<file path="config.mk">
export PLATFORM = sky130hd
export DESIGN_NAME = controle_reposicao_rolhas
export DESIGN_NICKNAME = d
export VERILOG_FILES = /design/src/rtl/controle_reposicao_rolhas.sv
export SDC_FILE = /design/constraint.sdc
export NUM_CORES = 1
export LEC_CHECK = 0
export CAP_MARGIN = 15
export CORE_AREA = 2 2 53 55
export CTS_BUF_LIST = sky130_fd_sc_hd__clkbuf_4 sky130_fd_sc_hd__clkbuf_8
export CTS_CLUSTER_DIAMETER = 30
export CTS_CLUSTER_SIZE = 20
export DETAILED_ROUTE_END_ITERATION = 6
export DIE_AREA = 0 0 55 57
export MAX_ROUTING_LAYER = met4
export PLACE_DENSITY = 0.68
export SLEW_MARGIN = 10
export SYNTH_ARGS = -nofsm -noshare
export SYNTH_HDL_FRONTEND = slang
export SYNTH_SLANG_ARGS = --single-unit
</file>
<file path="constraint.sdc">
create_clock -name clk -period 2.7 [get_ports clk]
set_clock_uncertainty 0.1 [all_clocks]
set_input_delay 0.54 -clock clk [delete_from_list [all_inputs] [get_ports clk]]
set_output_delay 0.54 -clock clk [all_outputs]
set_load 0.005 [all_outputs]
</file>
<file path="src/rtl/controle_reposicao_rolhas.sv">
// controle_reposicao_rolhas
// Cork-supply controller for the wine conveyor line. Owns the magazine cork
// count and the reserve stock count, serves consumption requests from the
// process FSM, accepts operator stock additions, and runs an automatic refill
// sequence that pulses the cork dispenser actuator.
//
// Ports:
//   clk              - only clock; all state changes on its rising edge
//   reset            - asynchronous, active-low reset
//   dec_req          - single-cycle request to consume one cork
//   add_stock        - debounced operator level; each rising edge adds a unit
//   start_proc       - enables automatic refill while high
//   contagem         - magazine cork count (0..MAG_MAX)
//   estoque          - reserve stock units (0..STOCK_MAX)
//   dec_ack          - registered pulse: the consumption request was accepted
//   disp_acionado    - dispenser actuator drive
//   LED_Alarme       - low-supply alarm
//   rolha_disponivel - magazine not empty
module controle_reposicao_rolhas #(
  parameter int MAG_MAX     = 20,
  parameter int LOW_LEVEL   = 5,
  parameter int REFILL_QTY  = 15,
  parameter int STOCK_MAX   = 15,
  parameter int STOCK_INIT  = 5,
  parameter int DISP_CYCLES = 4
) (
  input  logic       clk,
  input  logic       reset,
  input  logic       dec_req,
  input  logic       add_stock,
  input  logic       start_proc,
  output logic [4:0] contagem,
  output logic [3:0] estoque,
  output logic       dec_ack,
  output logic       disp_acionado,
  output logic       LED_Alarme,
  output logic       rolha_disponivel
);

  localparam int TW = (DISP_CYCLES > 1) ? $clog2(DISP_CYCLES) : 1;
  localparam logic [TW-1:0] TIMER_LAST = TW'(DISP_CYCLES - 1);
  localparam logic [TW-1:0] TIMER_ONE  = TW'(1);
  localparam logic [TW-1:0] TIMER_ZERO = TW'(0);
  localparam logic [4:0]    MAG_RST    = 5'(MAG_MAX);
  localparam logic [4:0]    LOW_LVL    = 5'(LOW_LEVEL);
  localparam logic [5:0]    MAG_LIM    = 6'(MAG_MAX);
  localparam logic [5:0]    REFILL_W   = 6'(REFILL_QTY);
  localparam logic [3:0]    STK_RST    = 4'(STOCK_INIT);
  localparam logic [4:0]    STK_LIM    = 5'(STOCK_MAX);

  typedef enum logic [1:0] {
    IDLE     = 2'd0,
    DISPENSE = 2'd1,
    COMMIT   = 2'd2
  } state_t;

  state_t        state;
  state_t        state_next;
  logic [TW-1:0] timer;
  logic          add_sync;
  logic          add_prev;
  logic          add_rise;
  logic          dec_ok;
  logic          trigger;
  logic          commit;
  logic [5:0]    cont_sum;
  logic [4:0]    est_sum;
  logic [4:0]    cont_next;
  logic [3:0]    est_next;

  // An empty magazine silently drops the request (no ack, no wrap).
  assign dec_ok   = dec_req && (contagem != 5'd0);
  // Edge is taken between the two registered copies, so estoque moves one
  // edge after the switch is first sampled high.
  assign add_rise = add_sync && !add_prev;
  assign trigger  = start_proc && (contagem <= LOW_LVL) && (estoque != 4'd0);
  assign commit   = (state == COMMIT);

  assign disp_acionado    = (state == DISPENSE);
  assign rolha_disponivel = (contagem != 5'd0);
  assign LED_Alarme       = (contagem <= LOW_LVL) && (estoque == 4'd0);

  // Refill sequence state register.
  always_ff @(posedge clk or negedge reset) begin
    if (!reset) state <= IDLE;
    else        state <= state_next;
  end

  // Refill sequence next-state decode; DISPENSE cannot be aborted.
  always_comb begin
    state_next = state;
    case (state)
      IDLE: begin
        if (trigger) state_next = DISPENSE;
        else         state_next = IDLE;
      end
      DISPENSE: begin
        if (timer == TIMER_LAST) state_next = COMMIT;
        else                     state_next = DISPENSE;
      end
      COMMIT:  state_next = IDLE;
      default: state_next = IDLE;
    endcase
  end

  // Dispense timer: runs only in DISPENSE, held at zero elsewhere so it is
  // already cleared when a refill starts.
  always_ff @(posedge clk or negedge reset) begin
    if (!reset)                 timer <= TIMER_ZERO;
    else if (state == DISPENSE) timer <= timer + TIMER_ONE;
    else                        timer <= TIMER_ZERO;
  end

  // Registered copies of the operator switch for rising-edge detection.
  always_ff @(posedge clk or negedge reset) begin
    if (!reset) begin
      add_sync <= 1'b0;
      add_prev <= 1'b0;
    end else begin
      add_sync <= add_stock;
      add_prev <= add_sync;
    end
  end

  // Next magazine and stock counts; refill, consumption and stock addition
  // combine in one update and saturate instead of wrapping.
  always_comb begin
    cont_sum = {1'b0, contagem};
    if (commit) cont_sum = cont_sum + REFILL_W;
    else        cont_sum = cont_sum;
    if (dec_ok) cont_sum = cont_sum - 6'd1;
    else        cont_sum = cont_sum;
    if (cont_sum > MAG_LIM) cont_sum = MAG_LIM;
    else                    cont_sum = cont_sum;
    cont_next = cont_sum[4:0];

    est_sum = {1'b0, estoque};
    if (add_rise) est_sum = est_sum + 5'd1;
    else          est_sum = est_sum;
    if (commit && (est_sum != 5'd0)) est_sum = est_sum - 5'd1;
    else                             est_sum = est_sum;
    if (est_sum > STK_LIM) est_sum = STK_LIM;
    else                   est_sum = est_sum;
    est_next = est_sum[3:0];
  end

  // Count registers and the acknowledge pulse.
  always_ff @(posedge clk or negedge reset) begin
    if (!reset) begin
      contagem <= MAG_RST;
      estoque  <= STK_RST;
      dec_ack  <= 1'b0;
    end else begin
      contagem <= cont_next;
      estoque  <= est_next;
      dec_ack  <= dec_ok;
    end
  end

endmodule

</file>
* After elaboration in Yosys (flattened, before gate mapping) *
Cells that the tools add are included.

storage, ports and cells
  register bits after elaboration = 16
  output and inout bits = 13
  logic and storage cells = 40

operators by class
  $add $sub $neg = 5
  magnitude comparators = 3
  eq/ne operators = 3
  mux-type cells = 10
  reduce and logical (&&, ||, !) cells = 12

operator list
  operator                                                               count
  5-bit two-way mux                                                      3
  6-bit two-way mux                                                      2
  5-bit nonzero test                                                     2
  5-bit by 4-bit adder with 6-bit output, second input constant          1
  6-bit by 5-bit > comparator with 1-bit output, second input constant   1
  1-bit logical AND                                                      6
  6-bit by 1-bit subtractor with 6-bit output, second input constant     1
  4-bit by 1-bit adder with 5-bit output, second input constant          1
  5-bit by 4-bit > comparator with 1-bit output, second input constant   1
  5-bit by 3-bit <= comparator with 1-bit output, second input constant  1
  5-bit by 1-bit subtractor with 5-bit output, second input constant     1
  2-bit == test, second input constant                                   2
  4-bit logical NOT                                                      1
  2-bit two-way mux                                                      2
  4-bit two-way mux                                                      1
  2-bit one-hot mux with 2 select lines                                  1
  4-bit nonzero test                                                     1
  2-bit by 1-bit adder with 2-bit output, second input constant          1
  2-bit by 1-bit == test with 1-bit output, second input constant        1
  2-bit logical NOT                                                      1
  1-bit logical NOT                                                      1
  1-bit two-way mux                                                      1

* Longest topological paths before layout *
Gate-level depths: netlist of the first run.

  depth in word-level cells = 8
  depth in mapped cells = 10
  mapped depth without buffers = 10

* Worst setup path after synthesis of the first run *
No wires, ideal clock.

  kind = reg-to-reg
  start = register contagem[0]
  end = register contagem[2]
  setup time = 0.088 ns
  arrival time = 2.127 ns
  setup slack = 0.385 ns
  stages on the path, launching flop included = 11
  clock period less this slack = 2.315 ns
  cells stage by stage = dfrtp_1 inv_1 ha_1 nor2_1 a21oi_1 ha_1 and3_1 nand4_1 xnor2_1 a31oi_4 or3_1

on the way
  word-level cells in the longest chain between the ends = 6
  elaborated cells between the ends (all ways) = 8
  those cells by class = 2 x add/sub; 1 x order compare; 3 x mux; 2 x reduce/logical

ends and longest elaborated chain
  item                                           RTL line  source
  start: declaration                             32        output logic [4:0] contagem,
  start signal: assignment                       154       contagem <= cont_next;
  5-bit by 4-bit adder with 6-bit output         129       if (commit) cont_sum = cont_sum + REFILL_W;
  6-bit two-way mux                              129
  6-bit by 1-bit subtractor with 6-bit output    131       if (dec_ok) cont_sum = cont_sum - 6'd1;
  6-bit two-way mux *                            131
  6-bit by 5-bit > comparator with 1-bit output  133       if (cont_sum > MAG_LIM) cont_sum = MAG_LIM;
  5-bit two-way mux *                            133
  net cont_sum[2]                                66        logic [5:0] cont_sum;

The timed path passes the listed nets; every way through them passes the cells marked *.

* Worst setup path in the final report of the first run *
  start = register contagem[0]
  end = output LED_Alarme

on the way
  word-level cells in the longest chain between the ends = 2

ends and longest elaborated chain
  item                                            RTL line  source
  5-bit by 3-bit <= comparator with 1-bit output  81        assign LED_Alarme = (contagem <= LOW_LVL) && (estoque == 4'd0);
  1-bit logical AND                               81
  end: declaration                                36        output logic LED_Alarme,

Every way passes these cells.

==> results of run 1 <==
## metrics by stage
stage          setup slack (ns)  instance area, um^2  setup TNS [ns]
2_1_floorplan            0.3850                 1130               0
3_3_place_gp             0.2917                 1328               0
3_5_place_dp             0.1902                 1328               0
4_1_cts                 0.02326                 1379               0
5_1_grt                -0.01563                 1390        -0.01563
6_report                0.05491                 1390               0
## area by class of cell
type / count / area [um^2] / share of cell area, %
multi-input cells: 88 / 686.9 / 49.42
flip-flops and latches: 16 / 406.6 / 29.25
repair buffers: 20 / 195.2 / 14.04
well taps: 31 / 38.79 / 2.790
inverters: 8 / 32.53 / 2.340
clock buffers: 4 / 30.03 / 2.160
## flip-flops by register name, indices dropped and copies added (netlist names)
name and flops:
add_sync 1, contagem 5, estoque 4, state 2, dec_ack 1, timer 2
add_prev 1
## metal layers
layer  part of all wire [%]  up-vias  GRT usage (%)  wire length [um]
met1                     46      422          24.07              1026
met5                      0        -              -                 0
met3                    6.1        2          4.712               136
li1                       -      435              -                 -
met2                     47       26          22.45              1056
met4                   0.45        0          3.136                10
## cells in the final DEF, fill, tap and decap left out, types with 3 or more instances in the layout
master and n:
clkdlybuf4s50_1 16, and2_1 3, nand2_1 8, inv_1 7, buf_4 3, clkbuf_4 4, xor2_1 3, dfrtp_1 11
mux2i_1 3, xnor2_1 10, nor2_1 7, nor2b_1 3, dfstp_2 4, a21oi_1 4, ha_1 7, nand4_1 3
nand2b_1 5
## path summary, 6_finish.rpt
kind / to / startpoint / cells past startpoint
setup / recovery: LED_Alarme / contagem[0] / 6
hold / removal: add_prev / add_sync / 0
setup reg to reg: contagem[2] / contagem[0] / 10
hold reg to reg: add_prev / add_sync / 0
max in group asynchronous: contagem[1] / reset / 1
min in group asynchronous: timer[1] / reset / 1
## power by group
part,switching [mW],total [mW],internal (mW)
logic,0.397,0.862,0.465
clock network,0.0700,0.137,0.0674
registers,0.136,0.491,0.354
## repair_timing
item / CTS / global route
endpoints found under the setup margin: 1 / 2
pin swaps: 0 / 1
setup buffers: 2 / 1
hold endpoints to repair: 0 / 0
hold buffers: 0 / 0
gates resized for setup: 1 / 2
## cells by family after synthesis
kind of cell / count (synthesis) / share of synthesized area [%]
simple gates: 49 / 25.91
flops: 16 / 35.88
xor+xnor: 15 / 12.96
compound gates: 13 / 9.967
buf+inv: 11 / 3.877
fa+ha+maj: 7 / 7.752
mux: 4 / 3.655
## critical path, stage by stage (launching register included)
cell,delay (ns)
dfrtp_1,0.42
buf_4,0.15
ha_1,0.13
inv_1,0.04
a311oi_2,0.29
and3_1,0.19
clkdlybuf4s50_1,0.50
==> flow_summary.toml, run 1 <==
[synthesis]
yosysUniqueCellTypes = 40
synth_warnings = 0
synth_edf_count = 0
synthCells = 115
synthTopCellsByArea = "dfrtp_1 27%, dfstp_2 9.3%, ha_1 7.8%, xnor2_1 7.8%, xor2_2 2.9%"
synth_common_cells = "12 x dfrtp_1, 10 x xnor2_1, 8 x nand2_1"
ys.flop_type = "dfrtp_1"
async_flop_share_pct = 100.0
netlist.area_leader.share_pct = 26.58
synth_area_leader_cell = "dfrtp_1"
synth_fp_nets = 127
synth_area_per_cell_um2 = 9.825
ys_seq_area_share_pct = 35.88
ys_seq_elements = 16
synth_area_um2 = 1130
yosysMostFrequentCell = "dfrtp_1"

[final_layout]
fillers = 259
nets = 149
fin_cells = 167
area_delta_synth_final_pct = 23.03
diodes = 0
drive_above_1_share_pct = 18.38
finish.utilization_pct = 53.16

[die]
die-area_um2 = 3135
io_pins = 18
coreArea_um2 = 2615
die_h_um = 57
fp.dieW_um = 55
initial_utilization_pct = 43.21
rows = 19

[grt]
grt.total_usage_pct = 16.32
grt_start_max_net_pins = 17
first_global_vias = 790
grt_pass1_wl_mm = 3.657
grt_overflow = 0
grt_antenna_before_repair = 0

[power]
cellPowerDensity_nw_per_um2 = 1072
vdd_drop_max_mv = 0.6096
finalPower_mw = 1.490
leakagePower_nw = 0.5755

[detailed_routing]
routedWlPerCell_um = 13.35
drc = 0
viasPerCell = 5.299
drt_iter0_drc = 27
routed-via-count = 885
postRouteAntennaNets = 0
drt_wl_total_mm = 2.229
dr.pass1.iters = 4

[run_status]
status = "completed"

[sta]
hold_violations = 0
tightestPinTransition_ns = 0.7011
rsz0062_at_grt = "true"
slew_viol_final = 0
min_period_ns = 2.645
fmax_mhz = 378.1
holdWs_ns = 0.3057
fin_crit_sh_pct = 97.97
finalSetupViolations = 0
slew-limit-headroom_pct = 53.12

[setup_path]
end_kind = "primary output"
r2r_slack_ns = 0.19
crit_type = "reg -> out"
path_max_fanout = 5
cp_data_required_time_ns = 2.06
critical_path_arrival_ns = 2.01
cp-start-kind = "register"

[placed_design]
numPortBuffers = 17
dp.cells = 160
hpwlAfterDp_mm = 1.673
place.gp.congestion = 0.7766

[clocking]
ctsLongestPathBuffers = 2
clkTransAtPathRegs_ns = 0.09
numCtsBuffers = 3
cts-root-buf = "clkbuf_4"
worstSkewPairLatency_ns = 0.28
cts_num_sinks = 16
cts_tree = "done"
htreeDepth = 1

[flow_run]
drv_cap = 0

[worst_hold_path]
hold_path_class = "reg -> reg"
(Power assumes the default switching activity.)
==> run 2, diff against run 1 <==
ABC_CLOCK_PERIOD_IN_PS = 2700   (was not set)
GPL_TIMING_DRIVEN = 0   (was not set)
==> flow_summary.toml, run 2 (synthesis results as in run 1) <==
[power]
leakagePower_nw = 0.5841
p_seq_share_pct = 30.4
cellPowerDensity_nw_per_um2 = 1074
pwr-share-comb_pct = 59.3
swShare_pct = 40.18
p_int_mw = 0.9065
power_frac_clock_pct = 10.2
finalPower_mw = 1.515
power.switching_mw = 0.6089
vdd_drop_max_mv = 0.6422

[sta]
slew_viol_final = 0
hold_violations = 0
fmax_mhz = 373.3
tightestPinTransition_ns = 0.6789
holdWs_ns = 0.3069
fin_crit_sh_pct = 99.21
slew-limit-headroom_pct = 54.60
rsz0062_at_grt = "true"
min_period_ns = 2.679
finalSetupViolations = 0

[detailed_routing]
drc = 0
routedWlPerCell_um = 12.92
viasPerCell = 5.172
postRouteAntennaNets = 0
drt_wl_total_mm = 2.183
drt_iter0_drc = 16
routed-via-count = 874
dr.pass1.iters = 5

[setup_path]
cp_data_required_time_ns = 2.06
crit_type = "reg -> out"
crit_path_frequent_cell = "inv_1"
cp-start-kind = "register"
cpMaxStageDelayCell = "clkdlybuf4s50_1"
worstPathCellList = "inv_1, ha_1, inv_1, a311oi_2, and3_1, clkdlybuf4s50_1"
critPathMaxStageDelay_ns = 0.50
end_kind = "primary output"
critical_path_arrival_ns = 2.04
path_max_fanout = 5

[die]
initial_utilization_pct = 43.21
io_pins = 18
rows = 19
coreArea_um2 = 2615
die-area_um2 = 3135
die_h_um = 57
fp.dieW_um = 55

[clocking]
cts_num_sinks = 16
cts-root-buf = "clkbuf_4"
ctsLongestPathBuffers = 2
cts_tree = "done"
htreeDepth = 1
worstSkewPairLatency_ns = 0.28
numCtsBuffers = 3
clkTransAtPathRegs_ns = 0.09

[final_layout]
largestRegisters = "contagem (5), estoque (4)"
layout_commonest_cell = "clkdlybuf4s50_1"
drive_above_1_share_pct = 18.84
fillers = 247
largest-register = "contagem"
diodes = 0
final_cell_mix = "17 x clkdlybuf4s50_1, 11 x dfrtp_1, 9 x xnor2_1"
area_delta_synth_final_pct = 24.92
nets = 151
largest_register_ffs = 5

[placed_design]
numPortBuffers = 17
place.gp.congestion = 0.8570
hpwlAfterDp_mm = 1.676

[flow_run]
drv_cap = 0

[grt]
grt_overflow = 0
grt.total_usage_pct = 17.38
grt_antenna_before_repair = 0
grt_start_max_net_pins = 17
grt_pass1_wl_mm = 3.933
first_global_vias = 930

[worst_hold_path]
hold_path_class = "reg -> reg"

[run_status]
status = "completed"
## run 2: final timing paths
path	endpoint	slack, ns	cells past startpoint	startpoint
setup / recovery	LED_Alarme	0.02	6	contagem[1]
hold / removal	add_prev	0.31	0	add_sync
setup reg to reg	estoque[3]	0.24	9	estoque[0]
hold reg to reg	add_prev	0.31	0	add_sync
max in group asynchronous	contagem[0]	1.47	1	reset
min in group asynchronous	state[0]	0.56	1	reset
## run 2: power groups by stage
stage          combinational, mW  sequential [mW]  clock (mW)
2_1_floorplan              0.584            0.442           0
3_3_place_gp               0.828            0.453           0
3_5_place_dp               0.852            0.461           0
4_1_cts                    0.866            0.460       0.160
5_1_grt                     1.01            0.482       0.178
6_report                   0.899            0.461       0.155
## run 2: worst max-delay path: cells and delay by family, from the launching register on
| family | cells | cell delay, ns |
|---|---|---|
| compound gates | 1 | 0.30 |
| flops | 1 | 0.43 |
| fa+ha+maj | 1 | 0.16 |
| simple gates | 1 | 0.21 |
| buf+inv | 3 | 0.65 |
## run 2: per-layer routing
layer	global-route usage [%]	routed length, um	part of all wire, %
met3	5.497	98	4.5
met1	22.99	997	46
met5	-	0	0
met4	2.787	0	0
met2	26.53	1087	50
## run 2: metrics by stage
stage          setup slack (ns)  util (%)  TNS [ns]  std cells  cell area [um^2]
2_1_floorplan            0.3850         -         0        115              1130
3_3_place_gp             0.2005     51.20         0        163              1339
3_5_place_dp             0.1454     51.20         0        163              1339
4_1_cts                0.003531     52.82         0        167              1381
5_1_grt                 -0.1131     53.97   -0.1531        169              1411
6_report                0.02121     53.97         0        169              1411
## run 2: final cells by class
type | instances | area (um^2) | share of cell area (%)
inverter | 8 | 32.53 | 2.305
tap | 31 | 38.79 | 2.748
clock buffer | 4 | 36.28 | 2.571
buffer | 3 | 11.26 | 0.7979
multi-input combinational | 88 | 700.7 | 49.65
sequential | 16 | 406.6 | 28.81
timing repair buffer | 19 | 185.2 | 13.12
## run 2: timing repair
action | 4_1_cts | 5_1_grt
endpoints found under the hold margin | 0 | 0
resized for setup | 1 | 3
setup endpoints to repair | 1 | 5
buffers inserted | 0 | 2
hold buffers | 0 | 0
pin swaps | 0 | 1
gates cloned | 0 | 0
==> run 3, diff against run 2 <==
REMOVE_ABC_BUFFERS = 1   (was not set)
==> flow_summary.toml, run 3 (synthesis results as in run 1) <==
[run_status]
status = "completed"

[final_layout]
largest_register_ffs = 5
final_cell_area_um2 = 1405
drive_above_1_share_pct = 20.00
layout_commonest_cell = "clkdlybuf4s50_1"
final_cell_mix = "16 x clkdlybuf4s50_1, 11 x dfrtp_1, 9 x xnor2_1"
diodes = 0
largestRegisters = "contagem (5), estoque (4)"
largest-register = "contagem"
area_delta_synth_final_pct = 24.36
nets = 149

[die]
rows = 19
coreArea_um2 = 2615
fp.dieW_um = 55
die_h_um = 57
die-area_um2 = 3135
io_pins = 18
initial_utilization_pct = 43.21

[setup_path]
critical_path_arrival_ns = 1.99
critPathLaunch = "contagem[1]"
reg2reg_depth = 10
cp_data_required_time_ns = 2.06
cpMaxStageDelayCell = "or4b_4"
r2r_slack_ns = 0.26
end_kind = "primary output"
crit_family = "buffers and inverters"
path_max_fanout = 4
critPathMaxStageDelay_ns = 0.50
cp-start-kind = "register"
worstReg2RegEnd = "contagem[2]"
crit_type = "reg -> out"
path_buf_inv = 2
worstPathCellList = "inv_1, ha_4, or4b_4, clkdlybuf4s50_1"
r2r_start = "contagem[1]"

[grt]
grt_pass1_wl_mm = 3.808
grt_overflow = 0
grt_antenna_before_repair = 0
first_global_vias = 817
grt.total_usage_pct = 17.23
grt_start_max_net_pins = 17

[placed_design]
placed_area_um2 = 1328
place.gp.congestion = 0.9444
numPortBuffers = 17
hpwlAfterDp_mm = 1.674

[power]
p_seq_share_pct = 32.2
pwr-share-comb_pct = 59.4
finalPower_mw = 1.518
leakagePower_nw = 0.5980
cellPowerDensity_nw_per_um2 = 1080
power.switching_mw = 0.6184
vdd_drop_max_mv = 0.5288
p_int_mw = 0.8994
swShare_pct = 40.74
power_frac_clock_pct = 8.5

[clocking]
htreeDepth = 1
clkTransAtPathRegs_ns = 0.10
worstSkewPairLatency_ns = 0.29
cts_tree = "done"
cts_num_sinks = 16
ctsLongestPathBuffers = 2
cts-root-buf = "clkbuf_4"
numCtsBuffers = 3

[sta]
min_period_ns = 2.631
slew-limit-headroom_pct = 53.02
fmax_mhz = 380.0
tightestPinTransition_ns = 0.7025
hold_violations = 0
slew_viol_final = 0
finalSetupViolations = 0
fin_crit_sh_pct = 97.46

[detailed_routing]
postRouteAntennaNets = 0
drt_wl_total_mm = 2.278
drt_iter0_drc = 12
routedWlPerCell_um = 13.72
drc = 0
routed-via-count = 861
viasPerCell = 5.187
dr.pass1.iters = 4

[worst_hold_path]
min-delay-start = "add_sync"
whs_path_depth = 0
min_to = "add_prev"
hold_path_class = "reg -> reg"

[flow_run]
drv_cap = 0
## run 3: power groups by stage
| stage | registers, mW | clock network, mW | logic [mW] |
|---|---|---|---|
| global placement | 0.486 | 0 | 0.791 |
| finish | 0.488 | 0.128 | 0.901 |
| CTS | 0.491 | 0.133 | 0.840 |
| floorplan | 0.466 | 0 | 0.552 |
| detailed placement | 0.492 | 0 | 0.815 |
| global route | 0.505 | 0.142 | 1.01 |
## run 3: timing repair
item	CTS	global route
resized for setup	3	4
setup endpoints to repair	2	4
gates cloned	0	0
setup buffers	0	3
hold buffers	0	0
pin swaps	1	3
## run 3: per-stage QoR
step           worst slack (ns)  cells  util [%]  setup TNS [ns]  hold WS (ns)
2_1_floorplan            0.3850    112         -               0        0.1444
3_3_place_gp             0.1956    160     50.77               0        0.2822
3_5_place_dp             0.1667    160     50.77               0        0.2926
4_1_cts                0.001518    163     52.06               0        0.3126
5_1_grt               -0.005656    166     53.73       -0.005656        0.3377
6_report                0.06870    166     53.73               0        0.3030
## run 3: cell type report
| class | count | area [um^2] |
|---|---|---|
| multi-input combinational | 88 | 709.4 |
| sequential | 16 | 406.6 |
| inverter | 8 | 32.53 |
| fill | 260 | 1210 |
| timing repair buffer | 20 | 195.2 |
| tap | 31 | 38.79 |
| clock buffer | 3 | 22.52 |
## run 3: worst max path at each step
stage	endpoint	slack, ns	depth (start not counted)
5_1_grt	rolha_disponivel	-0.006	4
4_1_cts	rolha_disponivel	0.002	4
3_5_place_dp	contagem[2]	0.17	10
3_3_place_gp	contagem[2]	0.20	10
6_report	rolha_disponivel	0.07	4
2_1_floorplan	contagem[2]	0.38	10
## run 3: metal layers
layer	part of all wire, %	track usage [%]	vias to the layer above
li1	-	-	432
met1	47	24.28	400
met2	47	24.15	25
met3	4.7	3.141	4
met4	1.3	7.317	0
met5	0	-	-
